`src/rtl/bus_arbiter_pkg.sv`:
```
// Shared definitions for the memory bus arbiter: bus width, default
// parameter values and the controller state encoding.
package bus_arbiter_pkg;

  localparam int BUS_W = 16;

  localparam int DEF_NUM_REQ      = 4;
  localparam int DEF_WAIT_STATES  = 1;
  localparam int DEF_CPU_PRIORITY = 1;
  localparam int DEF_MAX_BURST    = 4;

  localparam int WAIT_CNT_W  = 4;
  localparam int BURST_CNT_W = 8;

  typedef enum logic [1:0] {
    ST_IDLE   = 2'd0,
    ST_ACCESS = 2'd1,
    ST_ACK    = 2'd2
  } state_e;

endpackage

```
`src/rtl/bus_arbiter_pick.sv`:
```
// Combinational rotating-priority picker: searches from last+1 upward with
// wrap, optionally letting requester 0 override the rotation.
module arbiter_pick #(
  parameter int NUM_REQ = 4,
  parameter int IW      = 2
) (
  input  logic [NUM_REQ-1:0] req_i,
  input  logic [IW-1:0]      last_i,
  input  logic               cpu_priority_i,
  output logic [IW-1:0]      winner_o,
  output logic               valid_o
);

  int          candSum;
  logic [IW-1:0] cand;

  // Wrap is done by subtraction so a non-power-of-two NUM_REQ never
  // produces an index past the last requester.
  always_comb begin
    winner_o = '0;
    valid_o  = 1'b0;
    candSum  = 0;
    cand     = '0;
    if (cpu_priority_i && req_i[0]) begin
      valid_o = 1'b1;
    end else begin
      for (int k = 1; k <= NUM_REQ; k++) begin
        candSum = int'(last_i) + k;
        if (candSum >= NUM_REQ) candSum = candSum - NUM_REQ;
        cand = IW'(candSum);
        if (!valid_o && req_i[cand]) begin
          winner_o = cand;
          valid_o  = 1'b1;
        end
      end
    end
  end

endmodule

```
`src/rtl/bus_arbiter.sv`:
```
// Shares the 16-bit memory bus between NUM_REQ masters (master 0 = Cpu),
// inserting fixed wait states and supporting capped locked bursts.
module bus_arbiter
  import bus_arbiter_pkg::*;
#(
  parameter int NUM_REQ      = DEF_NUM_REQ,
  parameter int WAIT_STATES  = DEF_WAIT_STATES,
  parameter int CPU_PRIORITY = DEF_CPU_PRIORITY,
  parameter int MAX_BURST    = DEF_MAX_BURST
) (
  input  logic                     clk,
  input  logic                     reset,
  input  logic [NUM_REQ-1:0]       req,
  input  logic [NUM_REQ-1:0]       lock,
  input  logic [NUM_REQ-1:0]       we,
  input  logic [BUS_W*NUM_REQ-1:0] addr,
  input  logic [BUS_W*NUM_REQ-1:0] wdata,
  output logic [NUM_REQ-1:0]       grant,
  output logic [NUM_REQ-1:0]       ack,
  output logic [BUS_W-1:0]         rdata,
  output logic [BUS_W-1:0]         mem_addr,
  output logic [BUS_W-1:0]         mem_wdata,
  output logic                     mem_r,
  output logic                     mem_w,
  input  logic [BUS_W-1:0]         mem_rdata
);

  localparam int IW = (NUM_REQ > 1) ? $clog2(NUM_REQ) : 1;
  localparam logic [WAIT_CNT_W-1:0]  WAIT_INIT = WAIT_CNT_W'(WAIT_STATES);
  localparam logic [BURST_CNT_W-1:0] BURST_CAP = BURST_CNT_W'(MAX_BURST);
  localparam logic [IW-1:0]          LAST_INIT = IW'(NUM_REQ - 1);

  state_e                 state_q, state_d;
  logic [IW-1:0]          idx_q, idx_d;
  logic [IW-1:0]          last_q, last_d;
  logic [BUS_W-1:0]       latAddr_q, latAddr_d;
  logic [BUS_W-1:0]       latWdata_q, latWdata_d;
  logic                   latWe_q, latWe_d;
  logic [WAIT_CNT_W-1:0]  wait_q, wait_d;
  logic [BURST_CNT_W-1:0] burst_q, burst_d;
  logic [BUS_W-1:0]       rdata_q, rdata_d;

  logic [BUS_W-1:0] addrArr  [NUM_REQ];
  logic [BUS_W-1:0] wdataArr [NUM_REQ];
  logic [IW-1:0]    pickIdx;
  logic             pickValid;
  logic             burstOk;
  logic [NUM_REQ-1:0] idxOneHot;

  for (genvar g = 0; g < NUM_REQ; g++) begin : gUnpack
    assign addrArr[g]  = addr[g*BUS_W +: BUS_W];
    assign wdataArr[g] = wdata[g*BUS_W +: BUS_W];
  end

  arbiter_pick #(
    .NUM_REQ(NUM_REQ),
    .IW     (IW)
  ) uPick (
    .req_i         (req),
    .last_i        (last_q),
    .cpu_priority_i(CPU_PRIORITY != 0),
    .winner_o      (pickIdx),
    .valid_o       (pickValid)
  );

  assign burstOk = (MAX_BURST == 0) || (burst_q < BURST_CAP);

  always_comb begin
    state_d    = state_q;
    idx_d      = idx_q;
    last_d     = last_q;
    latAddr_d  = latAddr_q;
    latWdata_d = latWdata_q;
    latWe_d    = latWe_q;
    wait_d     = wait_q;
    burst_d    = burst_q;
    rdata_d    = rdata_q;
    unique case (state_q)
      ST_IDLE: begin
        if (pickValid) begin
          idx_d      = pickIdx;
          latAddr_d  = addrArr[pickIdx];
          latWdata_d = wdataArr[pickIdx];
          latWe_d    = we[pickIdx];
          wait_d     = WAIT_INIT;
          burst_d    = BURST_CNT_W'(1);
          state_d    = ST_ACCESS;
        end
      end
      ST_ACCESS: begin
        if (wait_q != '0) begin
          wait_d = wait_q - 1'b1;
        end else begin
          if (!latWe_q) rdata_d = mem_rdata;
          state_d = ST_ACK;
        end
      end
      ST_ACK: begin
        last_d = idx_q;
        // A locked master keeps the bus only while it still requests and the
        // burst cap has room; otherwise everyone re-arbitrates from IDLE.
        if (lock[idx_q] && req[idx_q] && burstOk) begin
          latAddr_d  = addrArr[idx_q];
          latWdata_d = wdataArr[idx_q];
          latWe_d    = we[idx_q];
          wait_d     = WAIT_INIT;
          burst_d    = burst_q + 1'b1;
          state_d    = ST_ACCESS;
        end else begin
          burst_d = '0;
          state_d = ST_IDLE;
        end
      end
      default: state_d = ST_IDLE;
    endcase
  end

  always_ff @(posedge clk) begin
    if (reset) begin
      state_q    <= ST_IDLE;
      idx_q      <= '0;
      last_q     <= LAST_INIT;
      latAddr_q  <= '0;
      latWdata_q <= '0;
      latWe_q    <= 1'b0;
      wait_q     <= '0;
      burst_q    <= '0;
      rdata_q    <= '0;
    end else begin
      state_q    <= state_d;
      idx_q      <= idx_d;
      last_q     <= last_d;
      latAddr_q  <= latAddr_d;
      latWdata_q <= latWdata_d;
      latWe_q    <= latWe_d;
      wait_q     <= wait_d;
      burst_q    <= burst_d;
      rdata_q    <= rdata_d;
    end
  end

  assign idxOneHot = {{(NUM_REQ-1){1'b0}}, 1'b1} << idx_q;
  assign grant     = (state_q != ST_IDLE) ? idxOneHot : '0;
  assign ack       = (state_q == ST_ACK) ? idxOneHot : '0;
  assign mem_addr  = latAddr_q;
  assign mem_wdata = latWdata_q;
  assign mem_r     = (state_q == ST_ACCESS) && !latWe_q;
  assign mem_w     = (state_q == ST_ACCESS) && latWe_q;
  assign rdata     = rdata_q;

endmodule

```
`config.mk`:
```
export PLATFORM = sky130hd
export DESIGN_NAME = bus_arbiter
export DESIGN_NICKNAME = d
export VERILOG_FILES = /design/src/rtl/bus_arbiter_pkg.sv /design/src/rtl/bus_arbiter_pick.sv /design/src/rtl/bus_arbiter.sv
export SDC_FILE = /design/constraint.sdc
export NUM_CORES = 1
export LEC_CHECK = 0
export ABC_AREA = 1
export ABC_CLOCK_PERIOD_IN_PS = 1830
export CORE_UTILIZATION = 40
export DETAILED_ROUTE_END_ITERATION = 12
export PLACE_DENSITY_LB_ADDON = 0.05
export SKIP_CTS_REPAIR_TIMING = 1
export SLEW_MARGIN = 10
export SYNTH_ARGS = -nofsm -noshare
export SYNTH_HDL_FRONTEND = slang
export SYNTH_SLANG_ARGS = --single-unit
```
`constraint.sdc`:
```
create_clock -name clk -period 1.83 [get_ports clk]
set_input_delay 0.2745 -clock clk [delete_from_list [all_inputs] [get_ports clk]]
set_output_delay 0.2745 -clock clk [all_outputs]
set_load 0.01 [all_outputs]
```
==> impl_results.md <==
- Sequential-to-total area share from yosys stat: 25.7%
- Gpl congestion: between 0.8 and 0.9
- Slowest stage cell on the critical path: clkdlybuf4s50_1
- Clk slew on worst S/H paths: ~0.060 ns
- Initial antenna violation count: 1
- Syn avg cell area: 5.65 sq um
- Final Cycle Share: 116%
- Synth top area share: 25.7%
- Syn nets: around 1100
- Initial drt markers: 702
- CTS max path bufs: 2
- Largest net degree at the start of global routing: 67
- Final Hold Viols: 0
- Layout cell share with drive strength beyond 1: 16.3%
- Root Driver: clkbuf_16
- Nets: between 1000 and 1500
- Failing checks: negative setup slack
- Clk_skew: 0.00881 ns
- Peak Freq: between 400 and 500 MHz
- Ys Warns: 0
- Peak supply drop: slightly above 900 uV
- Gate Count Post-Synth: 924
- H-tree levels: 3
- Leak: between 4 and 5 nW
- WP buf/inv: 5
- CP required: 2.08 ns
- Distinct cells, synth: 32
- Worst-path fanout max: 7
- Drt first pass iters: 5
- Routed vias: roughly 7200
- Die height: 116 um
- CP Capture Type: flip-flop
- Max Cap Violations: 0
- #FFs+latches synth: 67
- WL/cell: 15.9 um
- Die width: 116 um
- Yosys top cell by area: dfxtp_1
- Post-synthesis cell area: 5220 sq um
- CTS Sinks: 67
- Post-route core utilization: 69.9%
- CP max stage delay: 0.44 ns
- Post-DP HPWL: roughly 13000 um
- Slew Viols, Final: 0
- Total CTS buffers: 9
- Setup TNS: -8.62 ns
- Tmin final: 2.12 ns
- HP Class: reg2reg
- Vias/cell: approximately 5.4
- Outcome: complete, but fails checks
- DIE AREA: 13500 sq um
- Total Power: 13.2 mW
- Number of global-route vias before repair: between 6000 and 7000
- DRC Markers: 0
- Initial core utilization: 41.2%
- WL final: 21300 um
- CP cell instances: clkdlybuf4s50_1 -> inv_1 -> nand2_1 -> nand3_2 -> nand2_4 -> nor2_4 -> nand3_4 -> nand3_4 -> buf_12 -> nand2_8 -> buf_8 -> nand2_1 -> nand3_1 -> nand3_1 -> nand3_1 -> nand2_1 -> inv_1
- Slew margin rel.: 68.7%
- Setup violators final: 41
- Synth-to-layout area growth: 69.7%
- I/O pins: 216
- CP Class: in2reg
- # diodes: 0
- Arrival @ worst endpoint: 2.37 ns
- RSZ-0062 raised after global routing: yes
- Post-route ant nets: 0
- Area contributors post-synth: dfxtp_1 26%, nand2_1 22%, nand3_1 20%
- Number of port buffers: about 220
- Delay-heaviest family, CP: simple AND/OR/NAND/NOR gates
- Worst setup margin: -0.288 ns
- Total gr overflow: 0
- Core Area: 12700 sq um
- Startpoint type of the worst setup path: input port
- Setup WS pre-CTS: -0.562 ns
- Hold_ws: 0.440 ns
- Pwr Density: 1490 nW/um^2
- First-pass GRT wire length: 30400 um
- CTS tree: built
- Num rows: 41
- Worst Tran Pin Value: about 0.47 ns
- Worst-Skew Late Latency: 0.35 ns
- All-Layer GR Usage: 28.5%
-- stage by stage --
| step | instance area, sq um | cells |
|---|---|---|
| after global placement | 7820 | 1299 |
| after global routing | 8850 | 1338 |
| after floorplan | 5270 | 924 |
| after CTS | 8120 | 1315 |
| after detailed placement | 7820 | 1299 |
| final | 8850 | 1338 |
-- layer usage --
layer / up-vias / part of all wire [%] / GRT usage (%)
met5: - / 0.061 / 0
met1: 3212 / 41 / 36.3
met4: 2 / 3.3 / 11.4
li1: 3494 / - / -
met3: 68 / 9.5 / 5.35
met2: 397 / 47 / 47.5
-- cell type report --
| class | count | area, sq um |
|---|---|---|
| clock buffers | 11 | 253 |
| clock inverters | 5 | 43.8 |
| fillers | 1090 | 3820 |
| inverters | 101 | 393 |
| multi-input cells | 693 | 3510 |
| flip-flops and latches | 67 | 1350 |
| well taps | 172 | 215 |
| repair buffers | 289 | 3080 |
-- state kept, by name, indices dropped and copies added (netlist names) --
register   flops
mem_addr      16
latWe_q        1
burst_q        8
wait_q         4
mem_wdata     16
rdata         16
idx_q          2
last_q         2
state_q        2
-- tightest hold or removal path, stage by stage (launching register included) --
cell and delay [ns]:
dfxtp_1 0.29, inv_1 0.06, nor3_1 0.05
-- synth_stat cells --
master,instances
inv_1,85
o2111ai_1,1
a31oi_1,1
a21oi_1,4
buf_4,4
nand2_1,299
nand4_1,31
nor3b_1,1
clkbuf_1,31
xnor2_1,2
o21ai_0,52
nor2_2,1
o211ai_2,1
clkinv_1,1
nor2_4,1
inv_4,1
buf_6,5
o21ai_1,2
o211ai_1,2
a211oi_1,3
nand3_1,206
nand3_2,2
nor2_1,56
nand2_2,5
ha_1,2
buf_2,22
buf_1,2
inv_2,14
nor3_1,7
o21ai_4,1
a22oi_1,12
dfxtp_1,67
-- power breakdown --
group / leakage [nW] / internal, mW / switching (mW) / total, mW
logic: 3.57 / 4.11 / 4.92 / 9.04
clock network: 0.147 / 1.01 / 0.746 / 1.76
registers: 0.554 / 2.05 / 0.355 / 2.40
-- kinds of logic (layout without fill, tap and decap cells) --
group	Yosys count	count (layout)	synth area share [%]
xor gates and xnor gates	2	2	0.336
DFF	67	67	25.7
and+or+nand+nor	609	610	51.2
adders and majority gates	2	2	0.480
AOI/OAI and AO/OA	79	79	8.85
buffers and inverters	165	406	13.5
-- placed cells by master (no fill, tap or decap), drive strengths merged, types with 12 or more instances in the layout --
cell type	netlist	final
nand4	31	31
clkdlybuf4s50	0	203
nor2	58	58
clkbuf	31	19
dfxtp	67	67
buf	33	67
nand2	304	305
inv	100	102
nand3	208	208
o21ai	55	55
a22oi	12	12
-- final timing paths --
path	startpoint	endpoint	slack, ns	depth (start not counted)
worst max register to register	last_q[0]$_SDFFE_PP1P_	mem_addr[2]$_SDFFE_PP0P_	-0.28	16
worst min-delay path	burst_q[6]$_SDFFE_PP0P_	burst_q[6]$_SDFFE_PP0P_	0.44	2
worst max-delay path	req[3]	mem_addr[2]$_SDFFE_PP0P_	-0.29	17
worst min register to register	burst_q[6]$_SDFFE_PP0P_	burst_q[6]$_SDFFE_PP0P_	0.44	2
Power figures use the tool's default switching activity.
